### config.mk
export PLATFORM = sky130hd
export DESIGN_NAME = control_sequencer
export DESIGN_NICKNAME = d
export VERILOG_FILES = /design/src/rtl/control_sequencer.sv
export SDC_FILE = /design/constraint.sdc
export NUM_CORES = 1
export LEC_CHECK = 0
export ABC_AREA = 1
export CAP_MARGIN = 0
export CORE_MARGIN = 8
export CORE_UTILIZATION = 50
export CTS_BUF_LIST = sky130_fd_sc_hd__clkbuf_4 sky130_fd_sc_hd__clkbuf_8
export DETAILED_ROUTE_END_ITERATION = 8
export DONT_BUFFER_PORTS = 1
export GPL_TIMING_DRIVEN = 1
export MAX_ROUTING_LAYER = met4
export PLACE_DENSITY = 0.72
export SLEW_MARGIN = 10
export SYNTH_ARGS = -nofsm -noshare
export SYNTH_HDL_FRONTEND = slang
export SYNTH_SLANG_ARGS = --single-unit
### constraint.sdc
create_clock -name clk -period 1.7 [get_ports clk]
set_input_delay 0.17 -clock clk [delete_from_list [all_inputs] [get_ports clk]]
set_output_delay 0.17 -clock clk [all_outputs]
set_load 0.05 [all_outputs]
### src/rtl/control_sequencer.sv
// Multi-cycle control sequencer driving decoder strobes, execute, memory handshake, writeback and PC increment.
// Optional build macro ILLEGAL_HALT_EN: an instruction with no class strobe parks the FSM in HALT until reset.
module control_sequencer #(
    parameter int MEM_TIMEOUT = 15,
    parameter int CNT_W       = 16
) (
    input  logic             clk,
    input  logic             reset,
    input  logic             run,
    input  logic             ALUstr,
    input  logic             MOVstr,
    input  logic             LDSRstr,
    input  logic [3:0]       opCode,
    input  logic             mem_ready,
    output logic             IF,
    output logic             IR,
    output logic             IRiEn,
    output logic             IRjEn,
    output logic             BRjEn,
    output logic             alu_go,
    output logic             mem_req,
    output logic             mem_we,
    output logic             reg_we,
    output logic             pc_inc,
    output logic             bus_err,
    output logic             halted,
    output logic [CNT_W-1:0] retired
);

    typedef enum logic [3:0] {
        S_IDLE, S_FETCH, S_LATCH, S_DECODE, S_SELI, S_SELJ,
        S_EXEC, S_MEM, S_WB, S_NEXT, S_HALT
    } state_t;

    typedef enum logic [1:0] {C_ALU, C_MOV, C_LDSR, C_ILL} cls_t;

    localparam logic [3:0] OP_ADDI  = 4'd7;
    localparam logic [3:0] OP_SUBI  = 4'd8;
    localparam logic [3:0] OP_MOVI  = 4'd9;
    localparam logic [3:0] OP_STORE = 4'd12;

    state_t     state, nxt;
    cls_t       cls_q, cls_d;
    logic [3:0] op_q;
    logic [7:0] tcnt;
    logic       timeout, imm;

    logic if_d, ir_d, iri_d, irj_d, brj_d, alu_d, mreq_d, mwe_d, rwe_d, pc_d, berr_d, halt_d;

    always_comb begin
        cls_d = C_ILL;
        if (ALUstr)       cls_d = C_ALU;
        else if (MOVstr)  cls_d = C_MOV;
        else if (LDSRstr) cls_d = C_LDSR;
    end

    // ready in the expiry cycle takes priority over the abort
    assign timeout = (state == S_MEM) && !mem_ready && (tcnt == 8'(MEM_TIMEOUT - 1));
    assign imm     = (op_q == OP_ADDI) || (op_q == OP_SUBI) || (op_q == OP_MOVI);

    // state register; outputs are registered from the next-state decode so they line up with state
    always_ff @(posedge clk or posedge reset) begin
        if (reset) begin
            state   <= S_IDLE;
            cls_q   <= C_ILL;
            op_q    <= '0;
            tcnt    <= '0;
            retired <= '0;
            IF      <= 1'b0;
            IR      <= 1'b0;
            IRiEn   <= 1'b0;
            IRjEn   <= 1'b0;
            BRjEn   <= 1'b0;
            alu_go  <= 1'b0;
            mem_req <= 1'b0;
            mem_we  <= 1'b0;
            reg_we  <= 1'b0;
            pc_inc  <= 1'b0;
            bus_err <= 1'b0;
            halted  <= 1'b1;
        end else begin
            state <= nxt;
            if (state == S_DECODE) begin
                cls_q <= cls_d;
                op_q  <= opCode;
            end
            tcnt <= (state == S_MEM) ? tcnt + 8'd1 : 8'd0;
            if (nxt == S_NEXT && !timeout)
                retired <= retired + 1'b1;
            IF      <= if_d;
            IR      <= ir_d;
            IRiEn   <= iri_d;
            IRjEn   <= irj_d;
            BRjEn   <= brj_d;
            alu_go  <= alu_d;
            mem_req <= mreq_d;
            mem_we  <= mwe_d;
            reg_we  <= rwe_d;
            pc_inc  <= pc_d;
            bus_err <= berr_d;
            halted  <= halt_d;
        end
    end

    always_comb begin
        nxt = state;
        case (state)
            S_IDLE:   if (run) nxt = S_FETCH;
            S_FETCH:  nxt = S_LATCH;
            S_LATCH:  nxt = S_DECODE;
            S_DECODE: begin
                if (cls_d != C_ILL) nxt = S_SELI;
`ifdef ILLEGAL_HALT_EN
                else                nxt = S_HALT;
`else
                else                nxt = S_NEXT;
`endif
            end
            S_SELI:   nxt = S_SELJ;
            S_SELJ:   nxt = S_EXEC;
            S_EXEC: begin
                case (cls_q)
                    C_ALU:   nxt = S_WB;
                    C_MOV:   nxt = S_NEXT;
                    default: nxt = S_MEM;
                endcase
            end
            S_MEM: begin
                if (mem_ready)    nxt = (op_q == OP_STORE) ? S_NEXT : S_WB;
                else if (timeout) nxt = S_NEXT;
            end
            S_WB:     nxt = S_NEXT;
            S_NEXT:   nxt = run ? S_FETCH : S_IDLE;
            S_HALT:   nxt = S_HALT;
            default:  nxt = S_IDLE;
        endcase
    end

    always_comb begin
        if_d   = (nxt == S_FETCH);
        ir_d   = (nxt == S_LATCH);
        iri_d  = (nxt == S_SELI);
        irj_d  = (nxt == S_SELJ) && !imm;
        brj_d  = (nxt == S_SELJ) && imm;
        alu_d  = (nxt == S_EXEC) && (cls_q == C_ALU);
        mreq_d = (nxt == S_MEM);
        mwe_d  = (nxt == S_MEM) && (op_q == OP_STORE);
        rwe_d  = (nxt == S_WB) || ((nxt == S_EXEC) && (cls_q == C_MOV));
        pc_d   = (nxt == S_NEXT);
        berr_d = timeout;
        halt_d = (nxt == S_IDLE) || (nxt == S_HALT);
    end

endmodule

---- Word level (Yosys, flattened, before mapping) ----
Cells that the tools add are included.
W data, S select, Z words.
storage, ports and cells
  register bits ........................... 46
  bits of input ports ..................... 11
  output and inout port bits .............. 28
  word-level logic and storage cells ...... 75
operators by class
  add/sub/neg operators ................... 2
  eq/ne operators ......................... 26
  mux-type cells .......................... 12
  reductions and logical operators ........ 18
operator list
  cell                     count
  $pmux W4 S11             1
  $eq A4 B3 Y1 const B     9
  $eq A4 B4 Y1 const B     9
  $add A16 B1 Y16 const B  1
  $mux W4                  4
  $eq A4 B2 Y1 const B     3
  $add A8 B1 Y8 const B    1
  $eq A4 B1 Y1 const B     2
  $eq A8 B4 Y1 const B     1
  $logic_and A1 B1 Y1      8
  $logic_not A4 Y1         2
  $mux W8                  1
  $pmux W4 S2              1
  $logic_or A1 B1 Y1       4
  $mux W2                  2
  $logic_not A1 Y1         3
  $mux W1                  3
  $eq A2 B1 Y1 const B     1
  $logic_not A2 Y1         1
  $ne A2 B2 Y1 const B     1

---- Longest topological paths before layout ----
Gate-level depths: netlist of run 1.
  depth after elaboration ................. 9
  depth in mapped cells ................... 12
  depth with buffers taken out ............ 12

---- Worst setup path before layout of run 1 ----
Ideal clock, no wire load.
  kind .................................... register to register
  start point ............................. register tcnt[0]
  end point ............................... register retired[11]
  library setup time ...................... 118 ps
  data arrival time ....................... 1632 ps
  required time ........................... 1582 ps
  setup slack ............................. -50 ps
  cell stages (with the launch flop) ...... 11
  buffers on the path ..................... 1
  clock period less this slack ............ 1750 ps
  cells stage by stage .................... dfrtp_1 -> inv_1 -> ha_1 -> nand4_1 -> nor2_1 -> nor2_1 -> nor2_4 -> nand4_2 -> buf_2 -> nand2_1 -> nand2_1
on the way
  word-level cells in the longest chain between the ends .. 7
  elaborated cells on any way between the ends .. 8
  classes of those cells .................. eq/ne: 2; mux: 3; reduce/logical: 3
ends and longest elaborated chain
  element                 line  source
  start, declared         45    logic [7:0] tcnt;
  start signal, assigned  87    tcnt <= (state == S_MEM) ? tcnt + 8'd1 : 8'd0;
  $eq A8 B4 Y1 *          58    assign timeout = (state == S_MEM) && !mem_ready && (tcnt == 8'(MEM_TIMEOUT - 1));
  $logic_and A1 B1 Y1 *   58
  $mux W4                 130   else if (timeout) nxt = S_NEXT;
  $mux W4                 129   if (mem_ready) nxt = (op_q == OP_STORE) ? S_NEXT : S_WB;
  $pmux W4 S11            107   case (state)
  $eq A4 B4 Y1            88    if (nxt == S_NEXT && !timeout)
  $logic_and A1 B1 Y1 *   88
  end signal, assigned    89    retired <= retired + 1'b1;
  end, declared           27    output logic [CNT_W-1:0] retired
Every way passes the cells marked *; elsewhere a longest branch is shown, timed or not.
A chain may end at the register's enable or synchronous reset.

---- Worst setup path after layout of run 1 ----
  start point ............................. register tcnt[0]
  end point ............................... register retired[8]
on the way
  word-level cells in the longest chain between the ends .. 7
  elaborated cells on any way between the ends .. 8
  classes of those cells .................. eq/ne: 2; mux: 3; reduce/logical: 3
ends and longest elaborated chain
  element              line  source
  $eq A8 B4 Y1         58
  $logic_and A1 B1 Y1  58
  $mux W4              130
  $mux W4              129
  $pmux W4 S11         107
  net nxt[3]           42    state_t state, nxt;
  $eq A4 B4 Y1         88
  $logic_and A1 B1 Y1  88
The timed path passes the listed nets, and every way through them passes these cells.

==> reports/results.tsv, run 1 <==
metric	value	unit
maxCapViolations	0	
synth_edf_count	0	
min_period	1630	ps
synthCells	302	
p_leak	1.47	nW
rows	25	
slew_headroom	64.9	%
cts-root-buf	clkbuf_8	
dieArea	7260	um^2
netlist_area	2390	um^2
place_area	2670	um^2
synth_warnings	0	
die_w	85.2	um
critical_path.max_fanout	15	
timing.rr.end	retired[8]	
power	0.00378	W
die_y	85.2	um
skew	19.5	ps
clock_latency	300	ps
place_hpwl	3790	um
drv_slew	0	
synth_fp_nets	316	
io_buffer_count	0	
startpoint_type	flop	
r2r-start	tcnt[0]	
peakVddDrop	0.882	mV
antenna_cells	0	
start_util	51.4	%
ant_nets	0	
antenna_found_initial	0	
async_flop_share	100	%
crit_start	tcnt[0]	
r2r_setup_slack	70	ps
htreeDepth	2	
coreArea	4660	um^2
nets	352	
cts-buffers-inserted	5	
drc	0	
fmax	0.615	GHz
areaGrowthSynthToFinish	18.7	%
path_delay_family	simple AND/OR/NAND/NOR gates	
critPathMaxStageDelay	380	ps
cp-endpoint	retired[8]	
dr.pass1.iters	4	
hp-class	in2reg	
critPathBufInv	3	
synth_cell_types	30	
grt_pass1_vias	1844	
fin_area	2840	um^2
status	complete, no violations	
worstPathRequired	1950	ps
r2r_cells	12	
path_depth	12	
num_io_pins	39	
vias	1961	
grt_max_degree	24	
drtIter0Drc	87	
critical_path.cell_chain	inv_1, ha_1, nand4_1, nor2_2, buf_4, nand2_4, nand3_4, nand3_4, nor2_4, buf_12, nand2_1, nand2_1	
post_drt_wl_per_cell	13.0	um
avgSynthCellArea	7.93	um^2
use_met1	18.1	%
worstMarginPinSlew	526	ps
hold_depth	2	
period_share	95.6	%
cts_tree	yes	
vias_per_cell	4.99	
clock-sinks	46	
yosysTopAreaCellShare	45.0	%
synthTopCellsByArea	dfrtp_1 (45%), nand2_1 (17%), nor2_1 (5.8%), inv_1 (5.0%), dfstp_2 (3.3%)	
drt_wl_total	5090	um
final-setup-viol-count	0	
crit_slowest_cell	dfrtp_1	
synth-seq-cells	46	
ys_seq_area_share	48.2	%
arrival	1870	ps
synth_top_cell_by_area	dfrtp_1	
synth_flop_cell	dfrtp_1	
grtUsageTotal	15.1	%
clk_pin_slew	90	ps
end_kind	flop	
met2_usage	23.6	%
use_met3	4.63	%
layout_common_cells	nand2_1 (107), dfrtp_1 (41), nor2_1 (33)	
rsz0062_at_grt	yes	
place_congestion	0.903	
cts_buffer_depth	2	
criticalPathCategory	reg2reg	
hold_viol	0	
power_density	1330	nW/um^2
drive_gt1_share	18.9	%
grt-ovfl-total	0	
grt_pass1_wl	8600	um
grt_busiest_layer	met2	
final_common_cell	nand2_1	
==> worst min path at each step <==
stage	start	end	slack (ps)
global route	opCode[1]	op_q[1]	40
detailed placement	reset	pc_inc	100
global placement	reset	retired[12]	100
floorplan	ALUstr	cls_q[0]	230
finish	opCode[1]	op_q[1]	30
CTS	opCode[1]	op_q[1]	30
==> power breakdown <==
part / internal (W) / switching, W
clock: 0.000323 / 0.000359
sequential: 0.00133 / 0.000450
combinational: 0.000460 / 0.000857
total: 0.00211 / 0.00167
==> timing repair <==
item | in CTS | in global routing
gates resized for setup | 2 | 8
setup endpoints to repair | 15 | 19
buffers inserted | 0 | 0
hold buffers | 5 | 0
pin swaps | 0 | 1
hold endpoints to repair | 25 | 0
==> per-layer routing <==
metal | routed length (um) | part of all wire [%] | up-vias
met5 | 0 | 0 | -
met3 | 293 | 5.8 | 8
li1 | - | - | 1009
met2 | 2430 | 48 | 42
met4 | 67 | 1.3 | 0
met1 | 2300 | 45 | 902
==> kinds of logic after synthesis <==
group	synth area share [%]
and+or+nand+nor	35.2
DFF	48.2
buffers and inverters	6.17
AOI/OAI and AO/OA	4.08
xor gates and xnor gates	4.76
adders and majority gates	1.57
==> cells in the mapped netlist, types with 3 or more instances <==
| library cell | number |
|---|---|
| xor2_1 | 6 |
| nand3_1 | 11 |
| inv_1 | 32 |
| nand4_1 | 6 |
| a21oi_1 | 6 |
| inv_2 | 3 |
| ha_1 | 3 |
| nor3_1 | 6 |
| nand2_1 | 107 |
| o21ai_0 | 9 |
| dfstp_2 | 3 |
| nand2_2 | 3 |
| xnor2_1 | 7 |
| nor2_1 | 37 |
| dfrtp_1 | 43 |
==> per-stage QoR <==
step           setup slack, ps  hold WS [ps]  cells  setup TNS (ps)  utilization [%]
5_1_grt                  -62.6          36.6    393            -669             61.0
2_1_floorplan             16.8           234    302               0                -
6_report                  74.5          28.8    393               0             61.0
3_3_place_gp             -3.26          96.2    380           -3.26             57.2
4_1_cts                   39.2          25.5    393               0             60.4
3_5_place_dp             -36.4          97.7    380            -218             57.2
==> registers in the layout (all words and copies together), names as in the netlist <==
signal	count
op_q	4
halted	1
bus_err	1
alu_go	1
reg_we	1
IF	1
IR	1
cls_q	2
retired	16
BRjEn	1
mem_we	1
state	4
IRjEn	1
IRiEn	1
tcnt	8
pc_inc	1
mem_req	1
==> layout make-up <==
type                            count  area [um^2]
Sequential cell                    46         1160
Multi-Input combinational cell    219         1120
Inverter                           35          131
Tap cell                           54         67.6
Clock inverter                      1         7.51
Clock buffer                        7         83.8
Fill cell                         399         1820
Timing Repair Buffer               31          270
Power figures use the tool's default switching activity.
==> run 2, diff against run 1 <==
- RECOVER_POWER: unset -> 50
==> reports/results.tsv, run 2 (synthesis gave the netlist of run 1 again) <==
metric	value	unit
skew	19.8	ps
cts-buffers-inserted	5	
startpoint_type	flop	
fmax	0.615	GHz
place_area	2670	um^2
arrival	1870	ps
peakVddDrop	0.882	mV
regMostFlops	retired	
cts_buffer_depth	2	
io_buffer_count	0	
drc	0	
maxCapViolations	0	
clock_latency	300	ps
grtUsageTotal	15.1	%
rsz0062_at_grt	yes	
ant_nets	0	
die_y	85.2	um
start_util	51.4	%
cts_tree	yes	
drive_gt1_share	18.6	%
rows	25	
end_kind	flop	
die_w	85.2	um
fillers	399	
multi_input_area	1120	um^2
place_hpwl	3790	um
post_drt_wl_per_cell	13.0	um
vias_per_cell	4.98	
drtIter0Drc	87	
min_period	1630	ps
fin_cells	393	
areaGrowthSynthToFinish	18.7	%
nets	352	
coreArea	4660	um^2
timing.hold.ws	28.5	ps
grt_pass1_wl	8600	um
dr.pass1.iters	4	
htreeDepth	2	
layout_common_cells	nand2_1 (107), dfrtp_1 (41), nor2_1 (33)	
status	complete, no violations	
num_io_pins	39	
vias	1956	
dieArea	7260	um^2
p_leak	1.47	nW
criticalPathCategory	reg2reg	
final_common_cell	nand2_1	
antenna_cells	0	
largest_reg_flops	16	
biggestRegsByFlops	retired: 16 flops, tcnt: 8 flops	
critical_path.max_fanout	15	
drt_wl_total	5100	um
hold_viol	0	
drv_slew	0	
clk_pin_slew	90	ps
grt_max_degree	24	
slew_headroom	44.6	%
finalSetupTns	0	ps
hp-class	in2reg	
seq_area	1160	um^2
fin_area	2840	um^2
final-setup-viol-count	0	
worstMarginPinSlew	830	ps
worstPathRequired	1950	ps
grt-ovfl-total	0	
finish.utilization	61.0	%
power_density	1330	nW/um^2
place_congestion	0.903	
dp.cells	380	
cts-root-buf	clkbuf_8	
grt_pass1_vias	1844	
antenna_found_initial	0	
clock-sinks	46	
period_share	95.7	%
## run 2: cell counts in the layout (fill, tap and decap cells not counted)
No cell type changed its count.
## run 2: final cells by class
| class | instances | area share (%) |
|---|---|---|
| inverter | 35 | 4.62 |
| timing repair buffer | 31 | 9.51 |
| sequential | 46 | 40.7 |
| multi-input combinational | 219 | 39.5 |
| clock inverter | 1 | 0.264 |
| tap | 54 | 2.38 |
| clock buffer | 7 | 2.95 |
## run 2: power breakdown
group / switching [W] / total (W) / internal (W)
Sequential: 0.000450 / 0.00178 / 0.00133
Clock: 0.000359 / 0.000683 / 0.000323
Combinational: 0.000857 / 0.00132 / 0.000460
## run 2: worst max-delay path: stages (launching register included)
cell	delay, ps
dfrtp_1	380
inv_1	60
ha_1	140
nand4_1	90
nor2_2	120
buf_4	140
nand2_4	60
nand3_4	100
nand3_4	100
nor2_4	110
buf_12	140
nand2_1	60
nand2_1	60
## run 2: worst paths after layout
kind | end | slack [ps] | cells after the start | startpoint
setup / recovery | retired[8] | 70 | 12 | tcnt[0]
hold / removal | op_q[1] | 30 | 2 | opCode[1]
setup reg to reg | retired[8] | 70 | 12 | tcnt[0]
hold reg to reg | tcnt[7] | 470 | 1 | tcnt[7]
max in group asynchronous | halted | 480 | 3 | reset
min in group asynchronous | pc_inc | 470 | 2 | reset
## run 2: layer usage
metal	track usage [%]	vias up	routed length, um
li1	-	1009	-
met1	18.1	902	2330
met2	23.6	37	2430
met3	4.63	8	266
met4	4.69	0	67
met5	-	-	0
## run 2: metrics by stage
stage                     worst slack [ps]  power (W)
final                                 73.8    0.00378
after global routing                 -62.6    0.00400
after CTS                             39.2    0.00372
after detailed placement             -36.4    0.00301
after global placement               -3.26    0.00299
after floorplan                       16.8    0.00263
## run 2: timing repair
action	4_1_cts	5_1_grt
buffers inserted	0	0
pin swaps	0	1
setup endpoints to repair	15	19
resized for setup	2	8
hold buffers	5	0
endpoints found under the hold margin	25	0
==> run 3, diff against run 2 <==
- REMOVE_ABC_BUFFERS: unset -> 1
==> reports/results.tsv, run 3 (synthesis gave the netlist of run 1 again) <==
metric	value	unit
clk_pin_slew	80	ps
p_clk_share	20.8	%
p_seq_share	45.4	%
drive_gt1_share	20.2	%
power_density	1370	nW/um^2
cts-buffers-inserted	5	
hold_depth	2	
r2r_cells	11	
drv_slew	0	
cts_tree	yes	
period_share	96.4	%
path_delay_family	simple AND/OR/NAND/NOR gates	
hold_viol	0	
nets	354	
die_w	85.2	um
rows	25	
dr.pass1.iters	4	
num_io_pins	39	
rsz0062_at_grt	yes	
p_leak	1.49	nW
seq_area	1160	um^2
multi_input_area	1120	um^2
skew	8.12	ps
largest_reg_flops	16	
min_period	1640	ps
clock-sinks	46	
final_common_cell	nand2_1	
fmax	0.610	GHz
regMostFlops	retired	
post_drt_wl_per_cell	12.9	um
critical_path.cell_chain	inv_2, nand2_2, nor2_1, a21oi_2, nand2_1, nor2_4, nand3_4, nor2_4, buf_12, nand2_1, nand2_1	
areaGrowthSynthToFinish	20.0	%
drtIter0Drc	111	
grt-ovfl-total	0	
slew_headroom	63.6	%
ant_nets	0	
drt_wl_total	5110	um
hp-class	in2reg	
end_kind	flop	
vias	1958	
start_util	51.4	%
arrival	1880	ps
timing.hold.ws	41.1	ps
min_to	cls_q[0]	
biggestRegsByFlops	retired: 16 flops, tcnt: 8 flops	
grt_pass1_vias	1919	
layout_common_cells	nand2_1 (106), dfrtp_1 (40), nor2_1 (32)	
maxCapViolations	0	
peakVddDrop	0.999	mV
coreArea	4660	um^2
r2r-start	state[1]	
cts_buffer_depth	2	
htreeDepth	2	
place_hpwl	3850	um
fillers	377	
r2r_setup_slack	60	ps
grtUsageTotal	15.6	%
dieArea	7260	um^2
crit_slowest_cell	dfrtp_2	
grt_max_degree	33	
min_from	MOVstr	
antenna_found_initial	0	
drc	0	
status	complete, no violations	
p_int	0.00227	W
place_congestion	0.901	
critPathBufInv	2	
startpoint_type	flop	
critical_path.max_fanout	15	
antenna_cells	0	
setup_ws	60.9	ps
grt_pass1_wl	8790	um
final-setup-viol-count	0	
combPwrFrac	33.8	%
critPathMaxStageDelay	440	ps
io_buffer_count	0	
timing.critical_path.mode_cell	nand2_1	
clock_latency	300	ps
criticalPathCategory	reg2reg	
power_switching	0.00167	W
place_ws	41.2	ps
timing.rr.end	retired[7]	
die_y	85.2	um
swShare	42.4	%
worstMarginPinSlew	546	ps
worstPathRequired	1940	ps
vias_per_cell	4.96	
cts-root-buf	clkbuf_8	
==> run 3: worst max path at each step <==
stage | from | to | slack, ps | cells past startpoint
floorplan | tcnt[0] | retired[6] | -30 | 9
global placement | state[0] | retired[0] | 60 | 11
detailed placement | state[1] | retired[12] | 40 | 12
CTS | state[0] | retired[7] | 20 | 11
global route | state[1] | retired[10] | -80 | 11
finish | state[1] | retired[7] | 60 | 11
==> run 3: worst register-to-register path, delay by kind of cell (launching register included) <==
family	cells	cell delay (ps)
buffers and inverters	2	210
flip-flops	1	440
AND/OR/NAND/NOR	8	760
AO/OA/AOI/OAI	1	160
==> run 3: repair_timing <==
item / CTS / global route
setup buffers: 0 / 0
setup endpoints to repair: 0 / 20
endpoints found under the hold margin: 19 / 0
resized for setup: 0 / 15
hold buffers: 6 / 0
==> run 3: layer usage <==
| metal | part of all wire (%) | track usage (%) | vias to the layer above | wire [um] |
|---|---|---|---|---|
| met2 | 48 | 25.1 | 50 | 2470 |
| met5 | 0 | - | - | 0 |
| li1 | - | - | 1017 | - |
| met1 | 44 | 17.8 | 889 | 2270 |
| met3 | 6.9 | 5.41 | 2 | 350 |
| met4 | 0.49 | 4.69 | 0 | 25 |
==> run 3: per-stage QoR <==
step | power [W] | cells | area (um^2) | util (%) | TNS (ps)
floorplan | 0.00262 | 300 | 2380 | - | -384
global placement | 0.00302 | 381 | 2670 | 57.3 | 0
detailed placement | 0.00305 | 381 | 2670 | 57.3 | 0
CTS | 0.00390 | 395 | 2850 | 61.1 | 0
global route | 0.00420 | 395 | 2870 | 61.6 | -809
finish | 0.00394 | 395 | 2870 | 61.6 | 0
==> run 3: power groups by stage <==
stage                     Clock [W]  Combinational (W)  Sequential (W)
after floorplan                   0           0.000786         0.00183
after global placement            0            0.00123         0.00179
after detailed placement          0            0.00126         0.00179
after CTS                  0.000851            0.00127         0.00177
after global routing       0.000887            0.00149         0.00182
final                      0.000821            0.00133         0.00179
==> run 3: final cells by class <==
cell class | count | area share, %
clock buffers | 6 | 2.66
clock inverters | 2 | 1.31
inverters | 35 | 4.58
multi-input cells | 219 | 39.0
flip-flops and latches | 46 | 40.3
well taps | 54 | 2.35
repair buffers | 33 | 9.72
